`config.mk`:
```
export PLATFORM = sky130hd
export DESIGN_NAME = prog_clock_divider
export DESIGN_NICKNAME = d
export VERILOG_FILES = /design/src/rtl/prog_divider_pkg.sv /design/src/rtl/divider_out_decode.sv /design/src/rtl/prog_clock_divider.sv
export SDC_FILE = /design/constraint.sdc
export NUM_CORES = 1
export LEC_CHECK = 0
export CAP_MARGIN = 20
export CORE_UTILIZATION = 42
export DETAILED_ROUTE_END_ITERATION = 10
export HOLD_SLACK_MARGIN = 0.15
export PLACE_DENSITY_LB_ADDON = 0.05
export SETUP_SLACK_MARGIN = 0.2
export SYNTH_ARGS = -nofsm -noshare
export SYNTH_HDL_FRONTEND = slang
export SYNTH_SLANG_ARGS = --single-unit
```
`constraint.sdc`:
```
create_clock -name clock -period 3.8 [get_ports clock]
set_input_delay 0.95 -clock clock [delete_from_list [all_inputs] [get_ports clock]]
set_output_delay 0.95 -clock clock [all_outputs]
set_load 0.01 [all_outputs]
```
`src/rtl/prog_divider_pkg.sv`:
```
// prog_divider_pkg: shared mode encodings and divisor limits for the programmable divider
package prog_divider_pkg;
  localparam logic MODE_PULSE  = 1'b0;
  localparam logic MODE_SQUARE = 1'b1;
  localparam int   MIN_DIV     = 2;
endpackage

```
`src/rtl/divider_out_decode.sv`:
```
// divider_out_decode: next OUT from next COUNT/DIV/MODE so OUT stays aligned with COUNT
module divider_out_decode
  import prog_divider_pkg::*;
#(
  parameter int M = 8
) (
  input  logic [M-1:0] count,
  input  logic [M-1:0] div,
  input  logic         mode,
  output logic         out
);
  assign out = (mode == MODE_SQUARE) ? (count >= (div >> 1)) : (count == div - M'(1));
endmodule

```
`src/rtl/prog_clock_divider.sv`:
```
// prog_clock_divider: runtime-programmable divide-by-N with pulse/square output and TC strobe
// DIVIDER_IMMEDIATE_LOAD_EN: apply a valid divisor on the next edge instead of at wrap
module prog_clock_divider
  import prog_divider_pkg::*;
#(
  parameter int M           = 8,
  parameter int DEFAULT_DIV = 5
) (
  input  logic         clock,
  input  logic         clear,
  input  logic         enable,
  input  logic         mode,
  input  logic [M-1:0] div_in,
  input  logic         div_load,
  output logic         div_busy,
  output logic         div_ack,
  output logic         div_err,
  output logic [M-1:0] count,
  output logic         out,
  output logic         tc
);
  logic [M-1:0] div, count_n, div_n;
  logic         good, wrap, apply, tc_n, out_n;
  assign good = div_load && div_in >= M'(MIN_DIV);
  assign wrap = enable && count == div - M'(1);
`ifdef DIVIDER_IMMEDIATE_LOAD_EN
  assign apply    = good;
  assign div_n    = apply ? div_in : div;
  assign tc_n     = wrap && !apply;
  assign div_busy = 1'b0;
`else
  logic [M-1:0] shadow;
  logic         pending;
  // a disabled counter has no wrap to wait for, so a pending load applies at once
  assign apply    = pending && (wrap || !enable);
  assign div_n    = apply ? shadow : div;
  assign tc_n     = wrap;
  assign div_busy = pending;
  always_ff @(posedge clock) begin
    if (clear) begin
      shadow  <= '0;
      pending <= 1'b0;
    end else begin
      if (good) shadow <= div_in;
      pending <= good || (pending && !apply);
    end
  end
`endif
  assign count_n = (apply || wrap) ? '0 : enable ? count + M'(1) : count;
  divider_out_decode #(.M(M)) u_decode (
    .count(count_n),
    .div  (div_n),
    .mode (mode),
    .out  (out_n)
  );
  always_ff @(posedge clock) begin
    if (clear) begin
      count   <= '0;
      div     <= M'(DEFAULT_DIV);
      out     <= 1'b0;
      tc      <= 1'b0;
      div_ack <= 1'b0;
      div_err <= 1'b0;
    end else begin
      count   <= count_n;
      div     <= div_n;
      out     <= (enable || apply) ? out_n : out;
      tc      <= tc_n;
      div_ack <= apply;
      div_err <= div_load && !good;
    end
  end
endmodule

```
==> flow_metrics.py, run 1 <==
metrics = {
    "floorplan": {
        "dieArea_um2": 4899,
        "pin_count": 26,
        "start_util": 0.4429,
        "num_rows": 24,
        "core_area_um2": 4384,
        "die_h_um": 70.00,
        "dieWidth_um": 70.00,
    },
    "sta": {
        "skew_ns": 0.006244,
        "rsz0062_at_grt": "yes",
        "fin_crit_ns": 3.701,
        "setup_viol": 0,
        "worst-slew-pin-transition_ns": 0.4226,
        "finalCritPeriodShare": 0.9740,
        "drv_slew": 0,
        "relSlewSlack": 0.7164,
        "hold_viol": 0,
        "fmax_ghz": 0.2702,
        "setup_tns_ns": 0,
    },
    "worst_setup_path": {
        "critical_path.cell_chain": "inv_4 -> ha_4 -> xor2_1 -> nand2_1 -> a2111oi_4 -> o211ai_4 -> a21boi_4 -> mux2i_2 -> inv_1 -> ha_1 -> nand2b_4 -> a21o_1 -> a21o_1 -> a21o_1 -> a21o_1 -> a21o_1 -> a21oi_1 -> o31a_1 -> o32ai_2",
        "critPathKind": "reg -> reg",
        "cpMostUsedCell": "a21o_1",
        "crit_family": "compound AO/OA/AOI/OAI gates",
        "r2r_start": "div[0]$_SDFF_PP1_",
        "crit_arrival_ns": 3.85,
        "cp-start-kind": "flop",
        "cp.required_ns": 3.95,
        "worst_r2r_path_depth": 19,
        "crit_buf_inv": 2,
        "cp_slowest_cell": "dfxtp_4",
        "r2r-end": "out$_SDFFE_PP0P_",
        "reg2reg_slack_ns": 0.1,
        "crit_path_end_kind": "flop",
        "cp_max_fo": 5,
        "cp_slowest_stage_delay_ns": 0.37,
    },
    "cts": {
        "cts_tree": "built",
        "cts_max_level": 2,
        "cts_buffers": 5,
        "cts_buffer_depth": 2,
        "path_clk_slew_ns": 0.06,
        "clock_sinks": 29,
        "clockRootBuffer": "clkbuf_8",
        "clock_latency_ns": 0.28,
    },
    "min_path": {
        "holdPathEnd": "shadow[7]$_SDFFE_PP0P_",
        "hp-class": "reg -> reg",
        "hold_depth": 2,
        "min_from": "shadow[7]$_SDFFE_PP0P_",
    },
    "logic_synthesis": {
        "synth_nets": 240,
        "netlist_area_um2": 1942,
        "ys_types": 50,
        "synth_edf_count": 0,
        "ys_ff_latch": 29,
        "synth_ff_type": "dfxtp_1",
        "ys_async_sr_fraction": 0,
        "yosys_warnings": 0,
        "avgSynthCellArea_um2": 8.949,
        "ys_seq_area_frac": 0.2990,
        "netlist_instances": 217,
    },
    "global_route": {
        "grt-ovfl-total": 0,
        "grt_max_degree": 30,
        "globalRouteMet2Util": 0.3868,
        "antenna_found_initial": 0,
        "grt_util_met3": 0.03463,
        "grt_busiest_layer": "met2",
        "grt_pass1_vias": 1691,
        "grt_util_met1": 0.2669,
        "grt_first_pass_wirelength_um": 8231,
        "track_usage": 0.2138,
    },
    "power": {
        "combPwrFrac": 0.235,
        "p_int_mw": 0.6354,
        "cellLeakagePower_nw": 1.109,
        "power_density_nw_per_um2": 331.4,
        "power.clock.fraction": 0.385,
        "power_frac_seq": 0.379,
        "switching_share": 0.2741,
        "ir_worst_vdd_mv": 0.2339,
        "p_sw_mw": 0.2400,
    },
    "routing": {
        "postRouteAntennaNets": 0,
        "wirelength_um": 5156,
        "routedWlPerCell_um": 16.37,
        "viasPerCell": 5.521,
        "drtPass1Iterations": 4,
        "route.detailed.drc": 0,
        "drtIter0Drc": 84,
        "vias": 1739,
    },
    "layout": {
        "fillerInstances": 398,
        "drive_above_1_share": 0.2319,
        "final_util": 0.6025,
        "areaGrowthSynthToFinish_pct": 36.02,
        "multi_input_area_um2": 1391,
        "seq_area_um2": 600.6,
        "design_area_um2": 2641,
        "diodes": 0,
        "nets": 285,
    },
    "placement": {
        "placed_area_um2": 2325,
        "dp_hpwl_um": 3795,
        "place_congestion": 0.8893,
        "port_buffers": 25,
    },
    "job": {
        "maxCapViolations": 0,
    },
    "run_status": {
        "status": "completed",
    },
}
[kinds of logic (layout without fill, tap and decap cells)]
kind of cell / count (synthesis) / count (layout) / share of synthesized area
fa+ha+maj: 10 / 10 / 0.06443
mux: 14 / 14 / 0.07346
flops: 29 / 29 / 0.2990
xor+xnor: 21 / 21 / 0.1231
simple gates: 89 / 89 / 0.2397
buf+inv: 17 / 63 / 0.03802
compound gates: 37 / 37 / 0.1624
[worst min-delay path, cell delays in order (launching register included)]
cell     delay [ns]
dfxtp_1        0.32
nand2_1        0.05
a21oi_1        0.05
[power groups by stage]
stage | Combinational [mW] | Clock [mW] | Sequential (mW)
after global placement | 0.181 | 0 | 0.339
after detailed placement | 0.183 | 0 | 0.340
after global routing | 0.224 | 0.357 | 0.334
final | 0.206 | 0.337 | 0.332
after floorplan | 0.124 | 0 | 0.335
after CTS | 0.199 | 0.342 | 0.331
[flip-flops by register name, summed over array words and instances (netlist names)]
name,count
count,8
div,8
shadow,8
div_ack,1
div_busy,1
div_err,1
out,1
tc,1
[cell type report]
type / instances / share of cell area
Clock buffer: 6 / 0.03126
Clock inverter: 2 / 0.01421
Inverter: 7 / 0.01090
Multi-Input combinational cell: 171 / 0.5268
Sequential cell: 29 / 0.2274
Tap cell: 52 / 0.02463
Timing Repair Buffer: 48 / 0.1649
[worst max-delay path by stage]
stage / startpoint / to / slack [ns] / cells after the start
2_1_floorplan: div[5]$_SDFF_PP0_ / out$_SDFFE_PP0P_ / 0.12 / 18
3_3_place_gp: enable / out$_SDFFE_PP0P_ / 0.11 / 14
3_5_place_dp: div[2]$_SDFF_PP1_ / out$_SDFFE_PP0P_ / 0.009 / 17
4_1_cts: div[3]$_SDFF_PP0_ / out$_SDFFE_PP0P_ / 0.14 / 17
5_1_grt: div[1]$_SDFF_PP0_ / out$_SDFFE_PP0P_ / -0.02 / 18
6_report: div[0]$_SDFF_PP1_ / out$_SDFFE_PP0P_ / 0.1 / 19
[synthesized netlist by cell type, types with 2 or more instances]
cell | n | area share
a21o_1 | 6 | 0.023
a21oi_1 | 10 | 0.026
a32o_1 | 2 | 0.010
buf_2 | 2 | 0.0052
clkbuf_1 | 7 | 0.014
dfxtp_1 | 29 | 0.30
ha_1 | 10 | 0.064
inv_1 | 7 | 0.014
mux2i_1 | 12 | 0.062
nand2_1 | 29 | 0.056
nand2b_1 | 5 | 0.016
nand3_1 | 2 | 0.0052
nand3b_1 | 5 | 0.019
nand4_1 | 4 | 0.013
nor2_1 | 18 | 0.035
nor2b_1 | 3 | 0.0097
nor3_1 | 9 | 0.023
nor3b_1 | 2 | 0.0077
nor4_1 | 2 | 0.0064
o211ai_1 | 4 | 0.015
or2_2 | 2 | 0.0064
xnor2_1 | 5 | 0.023
xnor3_1 | 4 | 0.046
xor2_1 | 12 | 0.054
[routing by layer]
layer,part of all wire,vias up
met4,0.0050,0
met2,0.51,28
met1,0.45,838
met3,0.034,5
met5,0,-
li1,-,868
[timing repair]
| item | in CTS | in global routing |
|---|---|---|
| setup buffers | 6 | 3 |
| hold buffers | 0 | 0 |
| pin swaps | 7 | 8 |
| setup endpoints to repair | 1 | 1 |
| gates resized for setup | 17 | 9 |
[cell usage in the layout, fill, tap and decap left out, types with 6 or more instances in the layout]
| master | instances |
|---|---|
| a21o_1 | 6 |
| a21oi_1 | 10 |
| buf_4 | 22 |
| clkbuf_8 | 6 |
| clkdlybuf4s50_1 | 25 |
| dfxtp_1 | 23 |
| ha_1 | 8 |
| mux2i_1 | 10 |
| nand2_1 | 28 |
| nor2_1 | 18 |
| nor3_1 | 8 |
| xor2_1 | 10 |
[metrics by stage]
stage                     hold slack, ns  std cells  power, mW  setup slack [ns]
after floorplan                   0.4360        217     0.4589            0.1194
after global placement            0.4580        298     0.5202            0.1114
after detailed placement          0.4601        298     0.5226          0.008686
after CTS                         0.4672        312     0.8717            0.1389
after global routing              0.5029        315     0.9140          -0.02325
final                             0.4670        315     0.8754           0.09895
(Power assumes the default switching activity.)
==> run 2: changes to the inputs <==
==> constraint.sdc (replaced) <==
create_clock -name clock -period 4.5 [get_ports clock]
set_input_delay 1.125 -clock clock [delete_from_list [all_inputs] [get_ports clock]]
set_output_delay 1.125 -clock clock [all_outputs]
set_load 0.01 [all_outputs]
==> run 2 against run 1 <==
- routed wire length down 8.7%
- maximum frequency down 8.7%
- clock power down 16%
- first-iteration DRC count down 36%
- clock skew down 0.0011 ns
- hold slack better by 0.022 ns
- global-route usage down 1.3 points
- total power down 19%
==> flow_metrics.py, run 2 (synthesis gave the netlist of run 1 again) <==
metrics = {
    "layout": {
        "design_area_um2": 2352,
        "seq_area_um2": 580.6,
        "areaGrowthSynthToFinish_pct": 21.13,
        "drive_above_1_share": 0.08642,
        "fillerInstances": 417,
        "final_cells": 295,
        "diodes": 0,
        "nets": 265,
        "mostFrequentLayoutCells": "29 x nand2_1, 29 x dfxtp_1, 25 x clkdlybuf4s50_1",
        "reg_top3": "count x8, div x8, shadow x8",
        "multi_input_area_um2": 1287,
        "final_util": 0.5365,
    },
    "power": {
        "power_density_nw_per_um2": 302.3,
        "ir_worst_vdd_mv": 0.1922,
        "cellLeakagePower_nw": 0.9834,
        "power.total_mw": 0.7111,
    },
    "worst_setup_path": {
        "cp.required_ns": 4.65,
        "crit_arrival_ns": 4.20,
        "cp_slowest_stage_delay_ns": 0.43,
        "critical_path.cell_chain": "inv_1 -> ha_1 -> xor2_1 -> nand2_1 -> a2111oi_4 -> o211ai_4 -> a21boi_4 -> buf_4 -> mux2i_1 -> ha_1 -> a21o_1 -> a21o_1 -> a21o_1 -> a21o_1 -> a21oi_1 -> o31a_1 -> o32ai_2",
        "cp_max_fo": 12,
        "critPathKind": "reg -> reg",
        "r2r-end": "out$_SDFFE_PP0P_",
        "cp-start-kind": "flop",
        "cpMostUsedCell": "a21o_1",
        "reg2reg_slack_ns": 0.45,
        "crit_path_end_kind": "flop",
        "worst_r2r_path_depth": 17,
        "r2r_start": "div[0]$_SDFF_PP1_",
        "cp_slowest_cell": "dfxtp_1",
    },
    "cts": {
        "post_cts_buffers": 0,
        "clock_sinks": 29,
        "cts_hold_buf": 0,
        "cts_buffer_depth": 2,
        "ctsResizeCount": 0,
        "cts_buffers": 5,
        "clockRootBuffer": "clkbuf_8",
        "cts_tree": "built",
        "path_clk_slew_ns": 0.07,
        "clock_latency_ns": 0.27,
        "cts_max_level": 2,
    },
    "routing": {
        "wl_met1_um": 2233,
        "routed-wl-met2_um": 2282,
        "highest_layer": "met4",
        "wirelength_um": 4707,
        "vias": 1630,
        "wl_met3_um": 153,
        "routedWlPerCell_um": 15.96,
        "drtIter0Drc": 54,
        "viasPerCell": 5.525,
        "postRouteAntennaNets": 0,
        "drtPass1Iterations": 4,
        "route.detailed.drc": 0,
    },
    "sta": {
        "fin_crit_ns": 4.052,
        "setup_viol": 0,
        "setup_tns_ns": 0,
        "rsz0062_at_grt": "no",
        "hold_viol": 0,
        "relSlewSlack": 0.6261,
        "drv_slew": 0,
        "finalCritPeriodShare": 0.9005,
        "fmax_ghz": 0.2468,
        "worst-slew-pin-transition_ns": 0.5571,
        "skew_ns": 0.005096,
    },
    "global_route": {
        "track_usage": 0.2004,
        "antenna_found_initial": 0,
        "grt_pass1_vias": 1598,
        "grt_max_degree": 31,
        "grt-ovfl-total": 0,
        "grt_first_pass_wirelength_um": 7810,
    },
    "placement": {
        "port_buffers": 25,
        "dp_cells": 287,
        "placed_area_um2": 2232,
        "dp_hpwl_um": 3617,
        "place_congestion": 0.8494,
    },
    "min_path": {
        "holdPathEnd": "shadow[7]$_SDFFE_PP0P_",
        "hold_depth": 2,
        "min_from": "shadow[7]$_SDFFE_PP0P_",
        "hp-class": "reg -> reg",
    },
    "floorplan": {
        "die_h_um": 70.00,
        "num_rows": 24,
        "core_area_um2": 4384,
        "start_util": 0.4429,
        "pin_count": 26,
        "dieWidth_um": 70.00,
        "dieArea_um2": 4899,
    },
    "job": {
        "maxCapViolations": 0,
    },
    "run_status": {
        "status": "completed",
    },
}
## run 2: critical path: cells and delay by family (launching register included)
family          cells  cell delay (ns)
fa+ha+maj           2             0.63
mux                 1             0.40
buf+inv             2             0.37
compound gates     10             1.86
xor+xnor            1             0.13
flops               1             0.43
simple gates        1             0.11
## run 2: worst max-delay path by stage
stage,startpoint,endpoint,cells after the start
floorplan,div[0]$_SDFF_PP1_,out$_SDFFE_PP0P_,20
global placement,enable,out$_SDFFE_PP0P_,13
detailed placement,enable,out$_SDFFE_PP0P_,13
CTS,div[0]$_SDFF_PP1_,out$_SDFFE_PP0P_,19
global route,div[0]$_SDFF_PP1_,out$_SDFFE_PP0P_,19
finish,div[0]$_SDFF_PP1_,out$_SDFFE_PP0P_,17
## run 2: per-stage QoR
| step | setup WS (ns) | hold WS, ns |
|---|---|---|
| after global placement | 0.4349 | 0.4545 |
| after CTS | 0.4566 | 0.4868 |
| after global routing | 0.2206 | 0.5135 |
| final | 0.4478 | 0.4886 |
| after floorplan | 0.4629 | 0.4360 |
| after detailed placement | 0.3426 | 0.4786 |
## run 2: final cells by class
| type | count | area share |
|---|---|---|
| clock buffer | 6 | 0.03511 |
| clock inverter | 2 | 0.01596 |
| inverter | 7 | 0.01117 |
| multi-input combinational | 171 | 0.5473 |
| sequential | 29 | 0.2468 |
| tap | 52 | 0.02766 |
| timing repair buffer | 28 | 0.1160 |
## run 2: power breakdown
group	switching [mW]	internal, mW
Combinational	0.0738	0.0732
Clock	0.102	0.180
Sequential	0.0146	0.267
## run 2: routing by layer
layer	track usage	vias up
met2	0.3429	32
met3	0.03608	4
met4	0.04667	0
met1	0.2612	769
met5	0	-
li1	-	825
==> run 3: changes to the inputs <==
--- a/config.mk
+++ b/config.mk
@@ -5,6 +5,7 @@
 export SDC_FILE = /design/constraint.sdc
 export NUM_CORES = 1
 export LEC_CHECK = 0
+export ABC_CLOCK_PERIOD_IN_PS = 4500
 export CAP_MARGIN = 20
 export CORE_UTILIZATION = 42
 export DETAILED_ROUTE_END_ITERATION = 10
==> results of run 3 <==
Final layout, timing and power as in run 2 (identical DEF).
